[config.mk]
export PLATFORM = sky130hd
export DESIGN_NAME = mips_cpu_harvard_run_ctrl_flat
export DESIGN_NICKNAME = d
export VERILOG_FILES = /design/src/rtl/mips_cpu_harvard_run_ctrl_if.sv /design/src/rtl/mips_cpu_harvard_run_ctrl.sv /design/src/flat_wrapper.sv
export SDC_FILE = /design/constraint.sdc
export NUM_CORES = 1
export LEC_CHECK = 0
export ABC_AREA = 1
export ABC_CLOCK_PERIOD_IN_PS = 2300
export CAP_MARGIN = 25
export CORE_MARGIN = 2
export CORE_UTILIZATION = 50
export CTS_CLUSTER_SIZE = 20
export DETAILED_ROUTE_END_ITERATION = 10
export PLACE_DENSITY = 0.78
export SLEW_MARGIN = 10
export SYNTH_ARGS = -nofsm -noshare
export SYNTH_HDL_FRONTEND = slang
export SYNTH_SLANG_ARGS = --single-unit
[constraint.sdc]
create_clock -name clk -period 2.3 [get_ports clk]
set_clock_uncertainty 0.15 [all_clocks]
set_input_delay 0.69 -clock clk [delete_from_list [all_inputs] [get_ports clk]]
set_output_delay 0.69 -clock clk [all_outputs]
set_load 0.02 [all_outputs]
[src/rtl/mips_cpu_harvard_run_ctrl_if.sv]
// Control/status bundle between the run controller and its harness.
// The master side is the controller; the slave side is the harness or bench.
interface mips_cpu_harvard_run_ctrl_if;
  logic        start;
  logic        abort;
  logic        cpu_active;
  logic [31:0] cpu_register_v0;
  logic        cpu_reset;
  logic        cpu_clk_enable;
  logic        busy;
  logic        done;
  logic        timeout;
  logic        no_start;
  logic [31:0] result;
  logic [31:0] cycle_count;

  modport master (
    input  start, abort, cpu_active, cpu_register_v0,
    output cpu_reset, cpu_clk_enable, busy, done, timeout, no_start, result, cycle_count
  );

  modport slave (
    output start, abort, cpu_active, cpu_register_v0,
    input  cpu_reset, cpu_clk_enable, busy, done, timeout, no_start, result, cycle_count
  );
endinterface

[src/rtl/mips_cpu_harvard_run_ctrl.sv]
// Run controller for mips_cpu_harvard: drives CPU reset/clock enable, times the run,
// and captures register_v0 on halt or timeout.
module mips_cpu_harvard_run_ctrl #(
  parameter int TIMEOUT_CYCLES = 100,
  parameter int RESET_CYCLES   = 1,
  parameter int ACTIVE_WAIT    = 4
) (
  input logic clk,
  input logic reset,
  mips_cpu_harvard_run_ctrl_if.master bus
);

  localparam int PMAX = (RESET_CYCLES > ACTIVE_WAIT) ? RESET_CYCLES : ACTIVE_WAIT;
  localparam int PW   = $clog2(PMAX + 1);

  typedef enum logic [2:0] {
    S_IDLE, S_RESET, S_WAIT, S_RUN, S_DRAIN, S_DONE
  } state_t;

  state_t        state, state_nx;
  logic [PW-1:0] ph_cnt, ph_cnt_nx;
  logic [31:0]   count_q, count_nx;
  logic [31:0]   result_q, result_nx;
  logic          timeout_q, timeout_nx;
  logic          no_start_q, no_start_nx;
  logic          cpu_reset_q, cpu_reset_nx;
  logic          clk_en_q, clk_en_nx;
  logic          busy_q, busy_nx;
  logic          done_q, done_nx;

  always_comb begin
    state_nx    = state;
    ph_cnt_nx   = ph_cnt;
    count_nx    = count_q;
    result_nx   = result_q;
    timeout_nx  = timeout_q;
    no_start_nx = no_start_q;

    if (bus.abort) begin
      // result and cycle_count stay visible after an abort
      state_nx    = S_IDLE;
      timeout_nx  = 1'b0;
      no_start_nx = 1'b0;
    end else begin
      unique case (state)
        S_IDLE, S_DONE: begin
          if (bus.start) begin
            state_nx    = S_RESET;
            ph_cnt_nx   = '0;
            count_nx    = '0;
            result_nx   = '0;
            timeout_nx  = 1'b0;
            no_start_nx = 1'b0;
          end
        end
        S_RESET: begin
          if (ph_cnt == PW'(RESET_CYCLES - 1)) begin
            state_nx  = S_WAIT;
            ph_cnt_nx = '0;
          end else begin
            ph_cnt_nx = ph_cnt + PW'(1);
          end
        end
        S_WAIT: begin
          if (bus.cpu_active) begin
            state_nx = S_RUN;
          end else if (ph_cnt == PW'(ACTIVE_WAIT - 1)) begin
            state_nx    = S_DONE;
            no_start_nx = 1'b1;
          end else begin
            ph_cnt_nx = ph_cnt + PW'(1);
          end
        end
        S_RUN: begin
          // a halt seen on the limit cycle still counts as a normal halt
          if (!bus.cpu_active) begin
            state_nx = S_DRAIN;
          end else if (count_q == 32'(TIMEOUT_CYCLES - 1)) begin
            state_nx   = S_DONE;
            timeout_nx = 1'b1;
            result_nx  = bus.cpu_register_v0;
          end else begin
            count_nx = count_q + 32'd1;
          end
        end
        S_DRAIN: begin
          state_nx  = S_DONE;
          result_nx = bus.cpu_register_v0;
        end
        default: state_nx = S_IDLE;
      endcase
    end
  end

  // Output flops are loaded from the decode of the next state.
  always_comb begin
    cpu_reset_nx = 1'b0;
    clk_en_nx    = 1'b1;
    busy_nx      = 1'b1;
    done_nx      = 1'b0;
    unique case (state_nx)
      S_IDLE:  begin cpu_reset_nx = 1'b1; clk_en_nx = 1'b0; busy_nx = 1'b0; end
      S_RESET: cpu_reset_nx = 1'b1;
      S_DONE:  begin clk_en_nx = 1'b0; busy_nx = 1'b0; done_nx = 1'b1; end
      default: ;
    endcase
  end

  always_ff @(posedge clk) begin
    if (reset) begin
      state       <= S_IDLE;
      ph_cnt      <= '0;
      count_q     <= '0;
      result_q    <= '0;
      timeout_q   <= 1'b0;
      no_start_q  <= 1'b0;
      cpu_reset_q <= 1'b1;
      clk_en_q    <= 1'b0;
      busy_q      <= 1'b0;
      done_q      <= 1'b0;
    end else begin
      state       <= state_nx;
      ph_cnt      <= ph_cnt_nx;
      count_q     <= count_nx;
      result_q    <= result_nx;
      timeout_q   <= timeout_nx;
      no_start_q  <= no_start_nx;
      cpu_reset_q <= cpu_reset_nx;
      clk_en_q    <= clk_en_nx;
      busy_q      <= busy_nx;
      done_q      <= done_nx;
    end
  end

  assign bus.cpu_reset      = cpu_reset_q;
  assign bus.cpu_clk_enable = clk_en_q;
  assign bus.busy           = busy_q;
  assign bus.done           = done_q;
  assign bus.timeout        = timeout_q;
  assign bus.no_start       = no_start_q;
  assign bus.result         = result_q;
  assign bus.cycle_count    = count_q;

endmodule

[src/flat_wrapper.sv]
// flat-port wrapper written by rule: the top's interface ports become plain ports
module mips_cpu_harvard_run_ctrl_flat 
#(
  parameter int TIMEOUT_CYCLES = 100,
  parameter int RESET_CYCLES   = 1,
  parameter int ACTIVE_WAIT    = 4
)
  (clk, reset, bus_start, bus_abort, bus_cpu_active, bus_cpu_register_v0, bus_cpu_reset, bus_cpu_clk_enable, bus_busy, bus_done, bus_timeout, bus_no_start, bus_result, bus_cycle_count);
  mips_cpu_harvard_run_ctrl_if bus_i ();
  input logic clk;
  input logic reset;
  input wire logic [$bits(bus_i.start)-1:0] bus_start;
  input wire logic [$bits(bus_i.abort)-1:0] bus_abort;
  input wire logic [$bits(bus_i.cpu_active)-1:0] bus_cpu_active;
  input wire logic [$bits(bus_i.cpu_register_v0)-1:0] bus_cpu_register_v0;
  output wire logic [$bits(bus_i.cpu_reset)-1:0] bus_cpu_reset;
  output wire logic [$bits(bus_i.cpu_clk_enable)-1:0] bus_cpu_clk_enable;
  output wire logic [$bits(bus_i.busy)-1:0] bus_busy;
  output wire logic [$bits(bus_i.done)-1:0] bus_done;
  output wire logic [$bits(bus_i.timeout)-1:0] bus_timeout;
  output wire logic [$bits(bus_i.no_start)-1:0] bus_no_start;
  output wire logic [$bits(bus_i.result)-1:0] bus_result;
  output wire logic [$bits(bus_i.cycle_count)-1:0] bus_cycle_count;
  assign bus_i.start = bus_start;
  assign bus_i.abort = bus_abort;
  assign bus_i.cpu_active = bus_cpu_active;
  assign bus_i.cpu_register_v0 = bus_cpu_register_v0;
  assign bus_cpu_reset = bus_i.cpu_reset;
  assign bus_cpu_clk_enable = bus_i.cpu_clk_enable;
  assign bus_busy = bus_i.busy;
  assign bus_done = bus_i.done;
  assign bus_timeout = bus_i.timeout;
  assign bus_no_start = bus_i.no_start;
  assign bus_result = bus_i.result;
  assign bus_cycle_count = bus_i.cycle_count;
  mips_cpu_harvard_run_ctrl #(.TIMEOUT_CYCLES(TIMEOUT_CYCLES), .RESET_CYCLES(RESET_CYCLES), .ACTIVE_WAIT(ACTIVE_WAIT)) u_core (.clk(clk), .reset(reset), .bus(bus_i));
endmodule
==> results.py <==
metrics = {
    "critical_path": {
        "reg2reg_from": "u_core.bus.cycle_count[1]",
        "startpoint_type": "flop",
        "cp_cell_sequence": "clkdlybuf4s50_1",
        "crit_required_ns": 1.46,
        "rr_endpoint": "u_core.bus.result[25]",
        "critPathKind": "flop to output port",
        "critPathMaxStageDelay_ns": 0.64,
        "rr_worst_depth": 11,
        "endpoint_kind": "output port",
        "worstPathMaxFanout": 5,
        "cp.arrival_ns": 1.43,
        "critPathSlowestCell": "clkdlybuf4s50_1",
        "crit_buf_inv": 1,
        "crit_family": "buffers and inverters",
        "reg2reg_slack_ns": 0.22,
    },
    "grt": {
        "grt_max_degree": 50,
        "grt_pass1_vias": 4298,
        "grt_pass1_wl_um": 20300,
        "grt_util_all_layers_pct": 28.1,
        "overflow": 0,
        "antenna_found_initial": 0,
    },
    "clocking": {
        "cts_buffers": 9,
        "cts-root-buf": "clkbuf_8",
        "ctsHtreeMaxLevel": 3,
        "clk_latency_ns": 0.36,
        "cts_sinks": 75,
        "postCtsSetupBuffers": 0,
        "cts_tree": "built",
        "clkTransAtPathRegs_ns": 0.09,
        "cts_max_path_buffers": 2,
    },
    "min_path": {
        "hold_path_class": "flop to flop",
        "min-delay-start": "u_core.bus.result[31]",
        "min_path_cells": 2,
        "min_to": "u_core.bus.result[31]",
    },
    "final_layout": {
        "num_antenna_cells": 0,
        "fin_nets": 831,
        "drive_above_1_share_pct": 6.29,
        "instances_no_fill": 900,
        "area_growth_pct": 34.4,
        "nFillCells": 767,
        "fin_util_pct": 69.3,
    },
    "timing": {
        "setup_tns_ns": 0,
        "setup_ws_ns": 0.0308,
        "fmax_ghz": 0.441,
        "rsz0062_at_grt": "no",
        "max_slew.worst_pin.slew_ns": 0.500,
        "hold_viol_final": 0,
        "drv_slew": 0,
        "finalCriticalPeriod_ns": 2.27,
        "relSlewSlack_pct": 66.5,
        "period_share_pct": 98.7,
        "setup_viol": 0,
    },
    "floorplanning": {
        "die_h_um": 95.8,
        "num_rows": 33,
        "pin_count": 107,
        "fp.dieW_um": 95.8,
        "initial_utilization_pct": 51.6,
        "die-area_sq_um": 9180,
        "core-area_sq_um": 8180,
    },
    "power_and_ir_drop": {
        "power_frac_seq_pct": 48.7,
        "p_int_mw": 1.96,
        "ir_worst_vdd_v": 0.000326,
        "p_total_mw": 2.70,
        "p_leak_nw": 2.27,
        "p_switching_uw": 745,
        "power.density_nw_per_um2": 477,
        "power_frac_clock_pct": 40.6,
        "combPwrFrac_pct": 10.7,
        "switching_share_pct": 27.5,
    },
    "drt": {
        "wl_per_cell_um": 14.1,
        "dr.pass1.iters": 5,
        "drc": 0,
        "vias": 4748,
        "wl_um": 12700,
        "ant_nets": 0,
        "via_per_inst": 5.28,
        "drt_iter0_drc": 249,
    },
    "synth": {
        "syn_area_sq_um": 4220,
        "synth_warnings": 0,
        "yosys.area.top_type_share_pct": 35.6,
        "ys_ff_latch": 75,
        "yosys.area.top_type": "dfxtp_1",
        "synth.area.top_cells": "dfxtp_1, nand2_1, nor2_1, a21oi_1, nand4_1",
        "avgSynthCellArea_sq_um": 6.18,
        "mappedNetlistNets": 723,
        "netlist_instances": 682,
        "seq_area_frac_synth_pct": 35.6,
        "synthDistinctLibCells": 25,
    },
    "place": {
        "post-place-ws_ns": -0.0585,
        "gp_congestion": 0.977,
        "portBuffers": 106,
        "dp_cells": 884,
        "dp_hpwl_um": 9250,
    },
    "outcome": {
        "status": "complete, no violations",
    },
    "job": {
        "cap_violations": 0,
    },
}
sequential cells by signal (all words and copies together), names as in the netlist:
register / count
u_core.state: 3
u_core.bus.cpu_reset: 1
u_core.bus.done: 1
u_core.bus.timeout: 1
u_core.bus.result: 32
u_core.bus.cpu_clk_enable: 1
u_core.bus.no_start: 1
u_core.ph_cnt: 3
u_core.bus.cycle_count: 32
cells in the mapped netlist:
cell	n
nor3_1	2
nor2_1	115
nand3_2	2
nand2_1	239
nand4_1	35
inv_1	55
clkbuf_1	9
a211oi_1	3
a21oi_1	68
nand2_2	1
buf_4	7
buf_2	7
xor2_1	12
buf_1	3
o21ai_0	4
nor2_2	1
dfxtp_1	75
o21ai_2	1
inv_2	4
nand3_4	1
o21bai_1	2
ha_1	4
buf_6	3
nor2_4	2
nand3_1	27
per-layer routing:
| metal | global-route usage (%) | wire length, um | part of all wire, % | up-vias |
|---|---|---|---|---|
| met2 | 47.3 | 6250 | 49 | 146 |
| met5 | 0 | 0 | 0 | - |
| met3 | 5.09 | 667 | 5.3 | 25 |
| met1 | 35.4 | 5430 | 43 | 2187 |
| li1 | - | - | - | 2390 |
| met4 | 11.7 | 347 | 2.7 | 0 |
how the worst max path moves through the flow:
stage	start	to	slack, ns	cells past startpoint
2_1_floorplan	u_core.bus.cycle_count[0]	u_core.bus.result[10]	0.27	11
3_3_place_gp	bus_cpu_active	u_core.bus.cycle_count[2]	0.02	10
3_5_place_dp	bus_cpu_active	u_core.bus.cycle_count[5]	-0.06	10
4_1_cts	u_core.bus.cycle_count[5]	bus_cycle_count[5]	0.0002	1
5_1_grt	u_core.bus.cycle_count[16]	bus_cycle_count[16]	0.001	1
6_report	u_core.bus.cycle_count[13]	bus_cycle_count[13]	0.03	1
tightest hold or removal path, stage by stage (launching register included):
cell and delay [ns]:
dfxtp_1 0.31, nand2_1 0.06, a21oi_1 0.05
cell usage in the layout, fill, tap and decap left out, types with 4 or more instances in the layout:
| cell type | Yosys | routed |
|---|---|---|
| clkbuf_8 | 0 | 9 |
| dlygate4sd2_1 | 0 | 9 |
| dfxtp_1 | 75 | 75 |
| xor2_1 | 12 | 12 |
| inv_1 | 55 | 55 |
| nand3_1 | 27 | 27 |
| nor2_1 | 115 | 115 |
| nand4_1 | 35 | 35 |
| dlymetal6s2s_1 | 0 | 11 |
| o21ai_0 | 4 | 4 |
| buf_4 | 7 | 15 |
| inv_2 | 4 | 4 |
| a21oi_1 | 68 | 68 |
| buf_12 | 0 | 4 |
| clkdlybuf4s50_1 | 0 | 85 |
| nand2_1 | 239 | 239 |
area by class of cell:
class | instances | area (sq um) | area share (%)
tap | 105 | 131 | 2.32
sequential | 75 | 1500 | 26.5
multi-input combinational | 519 | 2330 | 41.1
timing repair buffer | 126 | 1280 | 22.5
inverter | 59 | 221 | 3.91
clock inverter | 7 | 83.8 | 1.48
clock buffer | 9 | 124 | 2.19
kinds of logic (layout without fill, tap and decap cells):
logic type / count (synthesis) / in the layout / share of synthesized area, %
simple gates: 425 / 425 / 41.9
xor+xnor: 12 / 12 / 2.49
buf+inv: 88 / 201 / 9.20
flops: 75 / 75 / 35.6
fa+ha+maj: 4 / 4 / 1.19
compound gates: 78 / 78 / 9.64
power groups by stage:
stage	Clock (mW)	Sequential, mW	Combinational, mW
6_report	1.10	1.32	0.288
5_1_grt	1.16	1.32	0.314
4_1_cts	1.12	1.32	0.287
3_5_place_dp	0	1.35	0.286
3_3_place_gp	0	1.35	0.280
2_1_floorplan	0	1.35	0.148
stage by stage:
step	hold WS [ns]	cell area (sq um)
2_1_floorplan	0.311	4220
3_3_place_gp	0.296	5440
3_5_place_dp	0.302	5440
4_1_cts	0.316	5630
5_1_grt	0.331	5670
6_report	0.315	5670
repair_timing:
item	CTS	global route
pin swaps	0	0
hold buffers	0	0
cloned	0	0
setup endpoints to repair	9	31
gates resized for setup	9	13
No activity file was read; power rests on OpenSTA's default activity.
